**config.mk**
```make
export PLATFORM = sky130hd
export DESIGN_NAME = beam_sweep_controller
export DESIGN_NICKNAME = d
export VERILOG_FILES = /design/src/rtl/beam_sweep_controller.sv
export SDC_FILE = /design/constraint.sdc
export NUM_CORES = 1
export LEC_CHECK = 0
export CAP_MARGIN = 10
export CORE_MARGIN = 4
export CORE_UTILIZATION = 40
export CTS_CLUSTER_SIZE = 10
export DETAILED_ROUTE_END_ITERATION = 8
export MAX_ROUTING_LAYER = met4
export SKIP_LAST_GASP = 1
export SLEW_MARGIN = 30
export SYNTH_ARGS = -nofsm -noshare
export SYNTH_HDL_FRONTEND = slang
export SYNTH_SLANG_ARGS = --single-unit
```
**constraint.sdc**
```tcl
create_clock -name clk_in -period 8.7 [get_ports clk_in]
set_clock_uncertainty 0.05 [all_clocks]
set_input_delay 2.175 -clock clk_in [delete_from_list [all_inputs] [get_ports clk_in]]
set_output_delay 2.175 -clock clk_in [all_outputs]
set_load 0.02 [all_outputs]
```
**src/rtl/beam_sweep_controller.sv**
```systemverilog
// beam_sweep_controller
//   Steps a four-mic delay-and-sum beamformer through NUM_ANGLES steering
//   angles. At each angle it discards SETTLE_SAMPLES valid samples and then
//   integrates |sample| over DWELL_SAMPLES valid samples. At the end of the
//   sweep it steers back to the angle with the highest energy.
//
// Ports
//   clk_in            system clock
//   rst_in            synchronous active-high reset
//   start_in          single-cycle pulse, begin a sweep (honoured in IDLE only)
//   beam_valid_in     delay-and-sum output sample valid
//   beam_audio_in     delay-and-sum output sample (signed)
//   delay_1..delay_4  per-mic delay in samples, to the delay-and-sum datapath
//   angle_out         angle index currently applied
//   busy_out          high while sweeping
//   done_out          one-cycle pulse at sweep end
//   best_angle_out    angle with the highest energy in the last sweep
//   best_energy_out   energy of that angle
//
// state    | meaning
// ---------+-----------------------------------------------------------
// IDLE     | waiting for start_in; delays hold the best (or reset) angle
// SETTLE   | new delays applied, discarding valid samples
// DWELL    | integrating |sample| into the accumulator
// COMPARE  | one cycle: update best, then next angle or finish the sweep

module beam_sweep_controller #(
    parameter int BITS_AUDIO     = 24,
    parameter int NUM_ANGLES     = 16,
    parameter int STEP_SCALE     = 4,
    parameter int SETTLE_SAMPLES = 8,
    parameter int DWELL_SAMPLES  = 256
) (
    input  logic                                         clk_in,
    input  logic                                         rst_in,
    input  logic                                         start_in,
    input  logic                                         beam_valid_in,
    input  logic signed [BITS_AUDIO-1:0]                 beam_audio_in,
    output logic        [7:0]                            delay_1,
    output logic        [7:0]                            delay_2,
    output logic        [7:0]                            delay_3,
    output logic        [7:0]                            delay_4,
    output logic        [$clog2(NUM_ANGLES)-1:0]         angle_out,
    output logic                                         busy_out,
    output logic                                         done_out,
    output logic        [$clog2(NUM_ANGLES)-1:0]         best_angle_out,
    output logic [BITS_AUDIO+$clog2(DWELL_SAMPLES)-1:0]  best_energy_out
);

    localparam int A_W     = $clog2(NUM_ANGLES);
    localparam int E_W     = BITS_AUDIO + $clog2(DWELL_SAMPLES);
    localparam int CNT_MAX = (DWELL_SAMPLES > SETTLE_SAMPLES) ? DWELL_SAMPLES : SETTLE_SAMPLES;
    localparam int CNT_W   = $clog2(CNT_MAX) + 1;

    localparam logic [A_W-1:0]   ANGLE_CENTER = A_W'(NUM_ANGLES / 2);
    localparam logic [A_W-1:0]   ANGLE_LAST   = A_W'(NUM_ANGLES - 1);
    localparam logic [CNT_W-1:0] SETTLE_LOAD  = CNT_W'(SETTLE_SAMPLES - 1);
    localparam logic [CNT_W-1:0] DWELL_LOAD   = CNT_W'(DWELL_SAMPLES - 1);

    localparam logic signed [BITS_AUDIO-1:0] AUDIO_MIN = {1'b1, {(BITS_AUDIO-1){1'b0}}};
    localparam logic        [BITS_AUDIO-1:0] AUDIO_MAX = {1'b0, {(BITS_AUDIO-1){1'b1}}};

    typedef enum logic [1:0] {
        S_IDLE,
        S_SETTLE,
        S_DWELL,
        S_COMPARE
    } state_t;

    state_t           state;
    logic [CNT_W-1:0] cnt;
    logic [E_W-1:0]   acc;

    logic [BITS_AUDIO-1:0] mag;
    logic [E_W-1:0]        acc_next;
    logic                  acc_gt_best;
    logic [A_W-1:0]        best_angle_next;
    logic [A_W-1:0]        angle_inc;

    // Delay for one mic. Angles above centre steer toward mic 4 (mic 1 gets
    // zero delay); angles below centre mirror that.
    function automatic logic [7:0] calc_delay(input logic [A_W-1:0] angle, input int mic);
        int a;
        int c;
        int step;
        int mult;
        int d;
        a = int'(angle);
        c = NUM_ANGLES / 2;
        if (a >= c) begin
            step = (a - c) * STEP_SCALE;
            mult = mic - 1;
        end else begin
            step = (c - a) * STEP_SCALE;
            mult = 4 - mic;
        end
        d = mult * step;
        return (d > 255) ? 8'd255 : 8'(d);
    endfunction

    function automatic logic [31:0] delay_set(input logic [A_W-1:0] angle);
        return {calc_delay(angle, 1), calc_delay(angle, 2),
                calc_delay(angle, 3), calc_delay(angle, 4)};
    endfunction

    // Two's-complement negation of the most negative code wraps to itself,
    // so it is clamped to the largest positive magnitude instead.
    always_comb begin
        mag = '0;
        if (!beam_audio_in[BITS_AUDIO-1]) begin
            mag = unsigned'(beam_audio_in);
        end else if (beam_audio_in == AUDIO_MIN) begin
            mag = AUDIO_MAX;
        end else begin
            mag = unsigned'(-beam_audio_in);
        end
    end

    // The accumulator is sized so DWELL_SAMPLES maximal magnitudes cannot wrap.
    always_comb begin
        acc_next        = acc + E_W'(mag);
        acc_gt_best     = (acc > best_energy_out);
        best_angle_next = acc_gt_best ? angle_out : best_angle_out;
        angle_inc       = angle_out + 1'b1;
    end

    always_ff @(posedge clk_in) begin
        if (rst_in) begin
            state           <= S_IDLE;
            cnt             <= '0;
            acc             <= '0;
            angle_out       <= ANGLE_CENTER;
            delay_1         <= 8'd0;
            delay_2         <= 8'd0;
            delay_3         <= 8'd0;
            delay_4         <= 8'd0;
            busy_out        <= 1'b0;
            done_out        <= 1'b0;
            best_angle_out  <= ANGLE_CENTER;
            best_energy_out <= '0;
        end else begin
            done_out <= 1'b0;
            case (state)
                S_IDLE: begin
                    // done_out is still high in the first IDLE cycle; a start
                    // coinciding with it is dropped.
                    if (start_in && !done_out) begin
                        state           <= S_SETTLE;
                        angle_out       <= '0;
                        {delay_1, delay_2, delay_3, delay_4} <= delay_set('0);
                        best_angle_out  <= '0;
                        best_energy_out <= '0;
                        busy_out        <= 1'b1;
                        cnt             <= SETTLE_LOAD;
                        acc             <= '0;
                    end
                end

                S_SETTLE: begin
                    if (beam_valid_in) begin
                        if (cnt == '0) begin
                            state <= S_DWELL;
                            cnt   <= DWELL_LOAD;
                        end else begin
                            cnt <= cnt - 1'b1;
                        end
                    end
                end

                S_DWELL: begin
                    if (beam_valid_in) begin
                        acc <= acc_next;
                        if (cnt == '0) begin
                            state <= S_COMPARE;
                        end else begin
                            cnt <= cnt - 1'b1;
                        end
                    end
                end

                S_COMPARE: begin
                    if (acc_gt_best) begin
                        best_energy_out <= acc;
                        best_angle_out  <= angle_out;
                    end
                    acc <= '0;
                    if (angle_out == ANGLE_LAST) begin
                        angle_out <= best_angle_next;
                        {delay_1, delay_2, delay_3, delay_4} <= delay_set(best_angle_next);
                        done_out  <= 1'b1;
                        busy_out  <= 1'b0;
                        state     <= S_IDLE;
                    end else begin
                        angle_out <= angle_inc;
                        {delay_1, delay_2, delay_3, delay_4} <= delay_set(angle_inc);
                        cnt       <= SETTLE_LOAD;
                        state     <= S_SETTLE;
                    end
                end

                default: state <= S_IDLE;
            endcase
        end
    end

endmodule

```
-- Word-level counts from Yosys, hierarchy flattened
Index checks and enable logic that the tools add are counted.
- word-level logic and storage cells: 157
- output and inout port bits: 74
- bits of input ports: 28
- register bits after elaboration: 117
- reduce and logical (&&, ||, !) cells: 13
- mux-type cells: 90
- bitwise logic cells: 1
- multiply operators: 8
- $add $sub $neg: 8
- equality and inequality tests: 14
- order comparisons: 11
- operators by type and width (kind ; count):
    32-bit two-way mux ; 35
    32-bit by 9-bit greater-than comparator with 1-bit output, second input constant ; 8
    32-bit by 32-bit multiplier with 32-bit output ; 8
    8-bit two-way mux ; 16
    32-bit case mux with 3 select lines ; 1
    32-bit case mux with 2 select lines ; 1
    8-bit case mux with 2 select lines ; 4
    9-bit two-way mux ; 6
    24-bit two-way mux ; 2
    9-bit case mux with 4 select lines ; 1
    32-bit by 24-bit adder with 32-bit output ; 1
    32-bit greater-than comparator ; 1
    2-bit two-way mux ; 13
    24-bit equality test, second input constant ; 1
    24-bit negator ; 1
    2-bit != test, second input constant ; 9
    4-bit case mux with 2 select lines ; 2
    4-bit two-way mux ; 3
    5-bit AND reduction ; 2
    4-bit by 4-bit subtractor with 5-bit output, first input constant ; 2
    4-bit by 4-bit subtractor with 5-bit output, second input constant ; 2
    9-bit zero test ; 1
    3-bit AND reduction ; 3
    9-bit by 1-bit subtractor with 9-bit output, second input constant ; 1
    16 further kinds ; 21

-- Longest topological paths before layout
- depth after elaboration: 12
- mapped depth: 37
- gate-level depth less buffers: 36

-- Least setup slack after synthesis
No wires, ideal clock.
- path type: input-to-reg
- from: input port beam_audio_in[6]
- to: register acc[28]
- stages: 16
- library setup time: 0.071 ns
- path buffers: 1
- arrival time: 6.330 ns
- data required time: 8.579 ns
- setup slack: 2.249 ns
- cell sequence: or4_4 > or3_4 > or3_4 > nor4_2 > nand3_1 > clkbuf_1 > nand2_1 > ha_1 > and3_1 > and3_1 > a2111oi_0 > o31ai_1 > a21oi_1 > nor2_1 > a31o_2 > a21oi_1
- longest elaborated chain between the ends: 6
- elaborated cells on any way between the ends: 7
- classes of those cells: 2 x add/sub; 1 x eq/ne; 4 x mux
- RTL lines (what ; line ; RTL):
    from (decl) ; 38 ; input logic signed [BITS_AUDIO-1:0] beam_audio_in,
    24-bit negator or 24-bit equality test (tied branches) ; 115, 112 ;
    24-bit two-way mux ; 112 ; end else if (beam_audio_in == AUDIO_MIN) begin
    24-bit two-way mux * ; 110 ; if (!beam_audio_in[BITS_AUDIO-1]) begin
    32-bit by 24-bit adder with 32-bit output * ; 121 ; acc_next = acc + E_W'(mag);
    32-bit two-way mux * ; 171 ; if (beam_valid_in) begin
    32-bit case mux with 3 select lines * ; 143 ; case (state)
    to (signal assigned) ; 172 ; acc <= acc_next;
    to (decl) ; 72 ; logic [E_W-1:0] acc;
Every way passes the cells marked *; elsewhere a longest branch is shown, timed or not. The select of a mux whose other input is x is not followed.
A chain may end at the register's enable or synchronous reset.

-- Final worst setup path
- from: input port beam_audio_in[3]
- to: register acc[26]
The elaborated chain is that of the path after synthesis.

==> qor.csv <==
stage,metric,value,unit
run,maxCapViolCount,0,
pwr,ir_drop,132,µV
sta,tns,0,ps
clock_tree,post_cts_buffers,0,
place,place.port_buffers,101,
floorplanning,die_w,167,µm
sta,tightest_slew,920,ps
sta,fin_crit,6990,ps
synth,synthCells,1199,
detailed_routing,first_iter_violations,523,
place,place_congestion,0.863,
clock_tree,tritoncts,yes,
synth,synth_edf_count,0,
sta,rsz0062_at_grt,no,
clock_tree,root_buffer,clkbuf_16,
synth,synth.yosys.seq_area_share,0.224,
synth,synth_area_per_cell,8.41,µm²
synth,synth_top_area_share,0.278,
setup_path,critical_path_arrival,7240,ps
clock_tree,clkTransAtPathRegs,60,ps
setup_path,worstSetupStartpointType,input port,
global_routing,grt-ovfl-total,0,
floorplanning,dieArea,27800,µm²
global_routing,grt_pass1_wl,42300,µm
clock_tree,cts_sinks,113,
floorplanning,initial_core_util,0.411,
detailed_routing,num_vias,9068,
floorplanning,coreArea,24500,µm²
layout,fin_util,0.507,
clock_tree,ctsHtreeMaxLevel,4,
floorplanning,row_count,57,
detailed_routing,avgViaCountPerCell,5.22,
sta,fin_crit_sh,0.803,
synth,ys_types,70,
clock_tree,clock_latency,430,ps
clock_tree,clock_path_buffers,2,
synth,async_reset_ff_frac,0,
floorplanning,num_io_pins,102,
layout,final_nets,1655,
setup_path,required,8950,ps
pwr,leakagePower,6.17,nW
clock_tree,cts_hold_buf,0,
synth,yosys-top-cells-count,"ha_1 (224), dfxtp_1 (113), inv_1 (101)",
setup_path,critical_path_class,in2reg,
synth,synth_area_leader_cell,ha_1,
global_routing,antenna_found_initial,0,
detailed_routing,wl,25300,µm
synth,netlist_area,10100,µm²
synth,yosys-top-cells-area,"ha_1 (28%), dfxtp_1 (22%), inv_1 (3.8%)",
setup_path,crit_path_end_kind,flip-flop,
layout,fillers,2403,
setup_path,cp_max_fo,19,
run_status,status,"finished, final reports clean",
place,dp_hpwl,19800,µm
global_routing,grt_util_all_layers,0.187,
detailed_routing,ant_nets,0,
clock_tree,cts_resized,0,
layout,drive_gt1_frac,0.0552,
detailed_routing,drt_pass1_iterations,5,
detailed_routing,routedWlPerCell,14.6,µm
global_routing,grt_pass1_vias,8686,
pwr,powerDensity,195,nW/µm²
layout,areaGrowthSynthToFinish,23.3,%
clock_tree,numCtsBuffers,17,
sta,finalMaxSlewViolations,0,
synth,yosysMostFrequentCell,ha_1,
detailed_routing,drc,0,
layout,n_antenna_cell,0,
sta,clock.fmax,0.143,GHz
hold_path,worst_hold_path_type,reg2reg,
sta,setup_viol,0,
global_routing,grt_max_degree,62,
floorplanning,fp.dieH,167,µm
sta,hold_viol,0,
synth,synth_flop_cell,dfxtp_1,
synth,synth.ff_latch_count,113,
sta,slew_headroom,0.385,
synth,synth.yosys.warnings,0,
==> area by class of cell <==
cell class | count | area, µm² | share of cell area
inverter | 101 | 379 | 0.0305
tap | 324 | 405 | 0.0326
timing repair buffer | 112 | 1090 | 0.0873
clock buffer | 18 | 439 | 0.0353
multi-input combinational | 1055 | 7720 | 0.621
clock inverter | 14 | 146 | 0.0118
sequential | 113 | 2260 | 0.182
==> stage by stage <==
step           setup WS [ps]  cell area (µm²)  total power, mW  hold slack [ps]  cells
5_1_grt                 1350            12400             2.62              421   1737
6_report                1710            12400             2.43              404   1737
3_3_place_gp            1380            11800             1.72              394   1704
4_1_cts                 1710            12400             2.44              405   1737
3_5_place_dp            1260            11800             1.73              397   1705
2_1_floorplan           2250            10500             1.42              397   1321
==> cells by family after synthesis <==
group,share of synthesized area
AO/OA/AOI/OAI,0.217
buffers and inverters,0.0588
XOR/XNOR,0.0460
adder cells (fa/ha/maj),0.284
flip-flops,0.224
other,0.000745
AND/OR/NAND/NOR,0.162
multiplexers,0.00720
==> report_power, final <==
group,leakage [nW],switching [mW],internal [mW]
sequential,0.914,0.0557,0.563
combinational,4.98,0.715,0.402
clock,0.282,0.282,0.409
total,6.17,1.05,1.37
==> path summary, 6_finish.rpt <==
| kind | start | to | slack [ps] | cells past startpoint |
|---|---|---|---|---|
| max | beam_audio_in[3] | acc[26] | 1710 | 20 |
| min | delay_4[6] | delay_4[6] | 400 | 2 |
| max reg2reg | best_energy_out[21] | delay_1[7] | 2240 | 28 |
| min reg2reg | delay_4[6] | delay_4[6] | 400 | 2 |
==> critical path: stages <==
cell             delay [ps]
clkdlybuf4s50_1         490
or4_4                   520
or3_4                   360
or3_4                   390
nor4_2                  240
nand3_1                 120
buf_4                   250
nand2_1                  80
ha_1                    180
inv_1                    60
fa_1                    380
nand2b_1                200
a21oi_1                 310
a2111oi_0               160
buf_4                   170
o31ai_1                 420
a21oi_1                 210
nor4_1                  320
xnor2_1                 160
nor2_1                   50
==> registers in the layout, indices dropped and copies added (netlist names) <==
name             count
delay_4              7
acc                 32
state                2
angle_out            4
busy_out             1
delay_1              7
best_angle_out       4
cnt                  9
delay_3              7
best_energy_out     32
delay_2              7
done_out             1
==> layer usage <==
metal / wire (µm) / vias up / part of all wire / GRT usage
li1: - / 4655 / - / -
met1: 12000 / 4198 / 0.47 / 0.238
met2: 12000 / 182 / 0.47 / 0.307
met3: 929 / 33 / 0.037 / 0.0289
met4: 407 / 0 / 0.016 / 0.0583
met5: 0 / - / 0 / -
==> cell usage in the layout (no fill, tap or decap), types with 24 or more instances in the layout <==
cell type,n
a21o_1,24
a21oi_1,71
a22o_1,36
clkdlybuf4s50_1,100
conb_1,124
dfxtp_1,113
ha_1,224
inv_1,101
nand2_1,95
nor2_1,78
nor3_1,26
o21ai_0,58
xnor2_1,25
xor2_1,28
Power figures use the tool's default switching activity.
